### config.mk
export PLATFORM = sky130hd
export DESIGN_NAME = hilo_unit
export DESIGN_NICKNAME = d
export VERILOG_FILES = /design/src/rtl/hilo_unit.sv
export SDC_FILE = /design/constraint.sdc
export NUM_CORES = 1
export LEC_CHECK = 0
export ABC_AREA = 1
export CORE_MARGIN = 10
export CORE_UTILIZATION = 60
export DETAILED_ROUTE_END_ITERATION = 16
export PLACE_DENSITY = 0.91
export SLEW_MARGIN = 0
export SYNTH_ARGS = -nofsm -noshare
export SYNTH_HDL_FRONTEND = slang
export SYNTH_SLANG_ARGS = --single-unit
### constraint.sdc
create_clock -name clk -period 6.34 [get_ports clk]
set_clock_uncertainty 0.1 [all_clocks]
set_input_delay 0.634 -clock clk [delete_from_list [all_inputs] [get_ports clk]]
set_output_delay 0.634 -clock clk [all_outputs]
set_load 0.1 [all_outputs]
### src/rtl/hilo_unit.sv
// -----------------------------------------------------------------------------
// hilo_unit
//
// HI/LO register pair with a multi-cycle radix-2 restoring divider.
// The pair is written either directly from the ALU (mult/multu/mthi/mtlo) or
// by the divider when a div/divu completes. A division takes one start cycle,
// 32 CALC cycles and one DONE cycle; the pipeline is held for the first 33.
//
// Ports
//   clk        in   1   clock, all state changes on the rising edge
//   rst        in   1   synchronous active-high reset
//   we         in   1   direct HI/LO write request
//   wdata      in  64   direct write value, [63:32]=HI, [31:0]=LO
//   div_start  in   1   start a division (a/b/div_signed sampled this cycle)
//   div_signed in   1   1=div (two's complement), 0=divu
//   a          in  32   dividend
//   b          in  32   divisor
//   flush      in   1   pipeline cancel: aborts division, suppresses writes
//   hilo       out 64   registered HI/LO, [63:32]=HI (remainder after div)
//   div_busy   out  1   high in CALC and DONE
//   div_done   out  1   high for the single DONE cycle
//   stall      out  1   pipeline hold request
// -----------------------------------------------------------------------------
module hilo_unit (
    input  logic        clk,
    input  logic        rst,
    input  logic        we,
    input  logic [63:0] wdata,
    input  logic        div_start,
    input  logic        div_signed,
    input  logic [31:0] a,
    input  logic [31:0] b,
    input  logic        flush,
    output logic [63:0] hilo,
    output logic        div_busy,
    output logic        div_done,
    output logic        stall
);

    typedef enum logic [1:0] {
        S_IDLE = 2'd0,
        S_CALC = 2'd1,
        S_DONE = 2'd2
    } state_e;

    state_e      state_q,   state_d;
    logic [4:0]  cnt_q,     cnt_d;
    logic [31:0] rem_q,     rem_d;
    logic [31:0] quot_q,    quot_d;
    logic [31:0] divisor_q, divisor_d;
    logic        q_neg_q,   q_neg_d;
    logic        r_neg_q,   r_neg_d;
    logic [63:0] hilo_q,    hilo_d;

    // Operand magnitudes; divu passes the raw bit patterns through.
    logic [31:0] a_mag;
    logic [31:0] b_mag;
    assign a_mag = (div_signed && a[31]) ? (~a + 32'd1) : a;
    assign b_mag = (div_signed && b[31]) ? (~b + 32'd1) : b;

    // One restoring step. The partial remainder is kept below the divisor,
    // so after the shift it fits in 33 bits; bit 32 of the difference is the
    // borrow and tells whether the subtraction is kept.
    logic [32:0] rem_shift;
    logic [32:0] rem_sub;
    logic        take;
    assign rem_shift = {rem_q, quot_q[31]};
    assign rem_sub   = rem_shift - {1'b0, divisor_q};
    assign take      = ~rem_sub[32];

    // Sign correction applied in DONE.
    logic [31:0] quot_fix;
    logic [31:0] rem_fix;
    assign quot_fix = q_neg_q ? (~quot_q + 32'd1) : quot_q;
    assign rem_fix  = r_neg_q ? (~rem_q  + 32'd1) : rem_q;

    // NOTE: every signal assigned here gets a default first, so no path
    // leaves it unassigned and no latch is inferred.
    always_comb begin
        state_d   = state_q;
        cnt_d     = cnt_q;
        rem_d     = rem_q;
        quot_d    = quot_q;
        divisor_d = divisor_q;
        q_neg_d   = q_neg_q;
        r_neg_d   = r_neg_q;
        hilo_d    = hilo_q;
        stall     = 1'b0;
        div_done  = 1'b0;

        if (flush) begin
            // Cancel wins over everything except reset: no write, no stall.
            state_d = S_IDLE;
            cnt_d   = 5'd0;
        end else begin
            unique case (state_q)
                S_IDLE: begin
                    if (div_start) begin
                        // div_start outranks a simultaneous direct write.
                        stall     = 1'b1;
                        state_d   = S_CALC;
                        cnt_d     = 5'd0;
                        rem_d     = 32'd0;
                        quot_d    = a_mag;
                        divisor_d = b_mag;
                        // Divide by zero yields {a, all-ones}: the raw
                        // quotient is already all-ones, so its negation is
                        // suppressed; negating |a| restores a for HI.
                        q_neg_d   = div_signed & (a[31] ^ b[31]) & (b != 32'd0);
                        r_neg_d   = div_signed & a[31];
                    end else if (we) begin
                        hilo_d = wdata;
                    end
                end
                S_CALC: begin
                    stall  = 1'b1;
                    rem_d  = take ? rem_sub[31:0] : rem_shift[31:0];
                    quot_d = {quot_q[30:0], take};
                    cnt_d  = cnt_q + 5'd1;   // wraps to 0 on the last step
                    if (cnt_q == 5'd31) begin
                        state_d = S_DONE;
                    end
                end
                S_DONE: begin
                    div_done = 1'b1;
                    hilo_d   = {rem_fix, quot_fix};
                    state_d  = S_IDLE;
                end
                default: begin
                    state_d = S_IDLE;
                end
            endcase
        end

        if (rst) begin
            stall    = 1'b0;
            div_done = 1'b0;
        end
    end

    // NOTE: sequential state uses non-blocking assignments only, so every
    // register samples the pre-edge values of its neighbours.
    always_ff @(posedge clk) begin
        if (rst) begin
            state_q   <= S_IDLE;
            cnt_q     <= 5'd0;
            rem_q     <= 32'd0;
            quot_q    <= 32'd0;
            divisor_q <= 32'd0;
            q_neg_q   <= 1'b0;
            r_neg_q   <= 1'b0;
            hilo_q    <= 64'd0;
        end else begin
            state_q   <= state_d;
            cnt_q     <= cnt_d;
            rem_q     <= rem_d;
            quot_q    <= quot_d;
            divisor_q <= divisor_d;
            q_neg_q   <= q_neg_d;
            r_neg_q   <= r_neg_d;
            hilo_q    <= hilo_d;
        end
    end

    assign hilo     = hilo_q;
    assign div_busy = (state_q != S_IDLE);

endmodule

==> summary.txt <==
Synthesis
  • Cell count after synthesis: 2297
  • Top-count cell post-synth: nand2_1
  • Top cell type's share of synthesized area: 0.253
  • Ys async rst share: 0
  • Synth cell count leaders: 656 x nand2_1, 296 x inv_1, 251 x a21oi_1
  • Register area share after synthesis: 0.253
  • Mapped Avg Cell Area: 5.81 um2
  • Syn nets: roughly 2500
  • Netlist cell types: 44
  • #FFs+latches synth: 169
  • Leading area contributor after synthesis: dfxtp_1
  • Total of warnings raised by yosys: 0
  • Post-Syn Area: 13400 um2
  • Area contributors post-synth: dfxtp_1 25%, nand2_1 18%, a21oi_1 9.4%
  • Post-synth EDFFs: 0
  • Ys flop type: dfxtp_1

Setup path
  • Worst Path Required: about 5600 ps
  • Crit path capture: stall
  • R2R depth: 15
  • CP arrival: 2810 ps
  • Critical Path Start Type: register
  • Worst r2r src: rem_q[0]
  • RR Endpoint: rem_q[25]
  • Kind of critical path: reg2out
  • Worst Setup End Kind: output pin
  • Critical Path Fanout Max: 36
  • R2r setup slk: 3140 ps
  • CP Launch Point: state_q[0]

GRT
  • Largest net degree at the start of global routing: 101
  • Global Route Usage Sum: 0.329
  • GR Overflow Total: 0
  • Initial antenna violation count: 0
  • Vias in the first global route: approximately 15000
  • First-pass GRT wire length: 77.0 mm

Clocking
  • Post-cts resize count: 0
  • CTS tree: built
  • Hold-fix buffers, CTS: 0
  • H-tree depth: 4
  • Max clock buf depth: 2
  • Setup Buffers After CTS: 0
  • Worst-path clk slew: 80 ps
  • Worst skew pair latency: 440 ps
  • CTS buffer count: 17
  • Clk sinks: between 150 and 200
  • Clk root buf: clkbuf_16

STA
  • Relative max-transition margin: 0.123
  • Hold Worst Slack: 365 ps
  • Hold Fails Final Rpt: 0
  • RSZ-0062 raised after global routing: false
  • Fin. max-slew vios: 0
  • Fmax: 282 MHz
  • Crit path setup slack, layout: 2790 ps
  • Final setup viols: 0
  • Minimum clock period: 3550 ps
  • Tcrit/Tclk final: 0.560
  • Worst Tran Pin Value: 1310 ps
  • TNS Setup: 0 ps

Layout
  • Ant. Diodes: 0
  • Core Util, Final: 0.729
  • Layout Area Growth over Synthesis: 19.6%
  • Non-Filler Instances: 2724
  • Share of cells above drive strength 1: 0.0356
  • Number of nets in the layout: around 2600

Placement
  • RD Place Congestion: a little over 1
  • PortBufs: 200
  • DPL Wire Length: 38.5 mm
  • Worst slack, placed: 2790 ps
  • Placed Cells incl. Taps: 2692

Floorplanning
  • Placeable Area: 21900 um2
  • Chip Width: 169 um
  • Initial Utilization: 0.610
  • # rows: 54
  • Total die area: 28600 um2
  • I/O Pins: between 200 and 250
  • Die extent in y: 169 um

Worst hold path
  • Worst Hold Class: reg2reg
  • Min-delay src: hilo[8]

Detailed routing
  • DR DRC count: 0
  • Via count: 16100
  • Drt wl/cell: 18.2 um
  • Final ANT Viol Nets: 0
  • Final WL: 49.7 mm
  • Number of detailed-route iterations in the first pass: 8
  • Iteration-0 DRC Markers: 2171
  • DR vias/cell: 5.90

Flow run
  • Number of max-cap violations: 0

Run status
  • Outcome: finished, final reports clean

Power and ir drop
  • Pwr Density: just under 200 nW/um2
  • Leak: 0.00719 uW
  • Max VDD drop: 0.164 mV
## metal layers
layer  vias up  wire length [um]  track usage
met5         -                 0            0
li1       7699                 -            -
met4         0              2580        0.153
met1      7267             20100        0.411
met3       180              4450       0.0570
met2       933             22500        0.539
## critical path: stages, from the launching register on
cell and delay, ps:
dfxtp_1 380, inv_1 90, nor2_2 110, inv_2 250, nand2_1 190, inv_2 90, nor2_1 100, clkdlybuf4s50_1 1160
## how the worst min path moves through the flow
stage                          end  slack [ps]  cells past startpoint
after floorplan           cnt_q[3]         340                      2
after global placement    hilo[63]         350                      2
after detailed placement   hilo[8]         350                      2
after CTS                 hilo[56]         370                      2
after global routing       hilo[2]         390                      2
final                      hilo[8]         370                      2
## cell type report
type                            instances  area [um2]
Multi-Input combinational cell       1728        8410
Fill cell                            1921        5930
Sequential cell                       169        3380
Timing Repair Buffer                  210        2070
Inverter                              305        1140
Clock buffer                           18         439
Tap cell                              280         350
Clock inverter                         14         159
## registers in the layout, summed over array words and instances, names as in the netlist
signal and cells:
cnt_q 5, divisor_q 32, hilo 64, q_neg_q 1, quot_q 32, r_neg_q 1, rem_q 32, state_q 2
## cell usage in the layout, fill, tap and decap left out, drive strengths merged
master	count
o211ai	23
and3	1
clkinvlp	1
or2	4
xor2	41
xnor2	14
nand3	195
o2111ai	1
ha	38
clkdlybuf4s50	199
nor3	24
o31ai	5
and2	3
o21ai	135
inv	310
o21bai	4
nand3b	14
nand2	669
clkbuf	18
nor3b	2
nand4	25
nor4	3
clkinv	8
a221oi	2
a22oi	2
dfxtp	169
nor2	241
a21oi	254
o221ai	16
a31oi	9
buf	11
a21o	2
fa	1
## per-stage QoR
| stage | area [um2] | total power, uW |
|---|---|---|
| 2_1_floorplan | 13400 | 1740 |
| 3_3_place_gp | 15400 | 2010 |
| 3_5_place_dp | 15400 | 2020 |
| 4_1_cts | 16000 | 3060 |
| 5_1_grt | 16000 | 3200 |
| 6_report | 16000 | 3080 |
## kinds of logic after synthesis
group | after synthesis | share of synthesized area
XOR/XNOR | 55 | 0.0361
buffers and inverters | 400 | 0.118
AO/OA/AOI/OAI | 453 | 0.185
adder cells (fa/ha/maj) | 39 | 0.0371
flip-flops | 169 | 0.253
AND/OR/NAND/NOR | 1181 | 0.371
## power breakdown
part	total (uW)	switching [uW]	internal, uW
Combinational	884	603	281
Sequential	1140	35.7	1110
Clock	1060	519	538
Total	3080	1160	1930
Note: power is estimated with default switching activity, not from simulation.
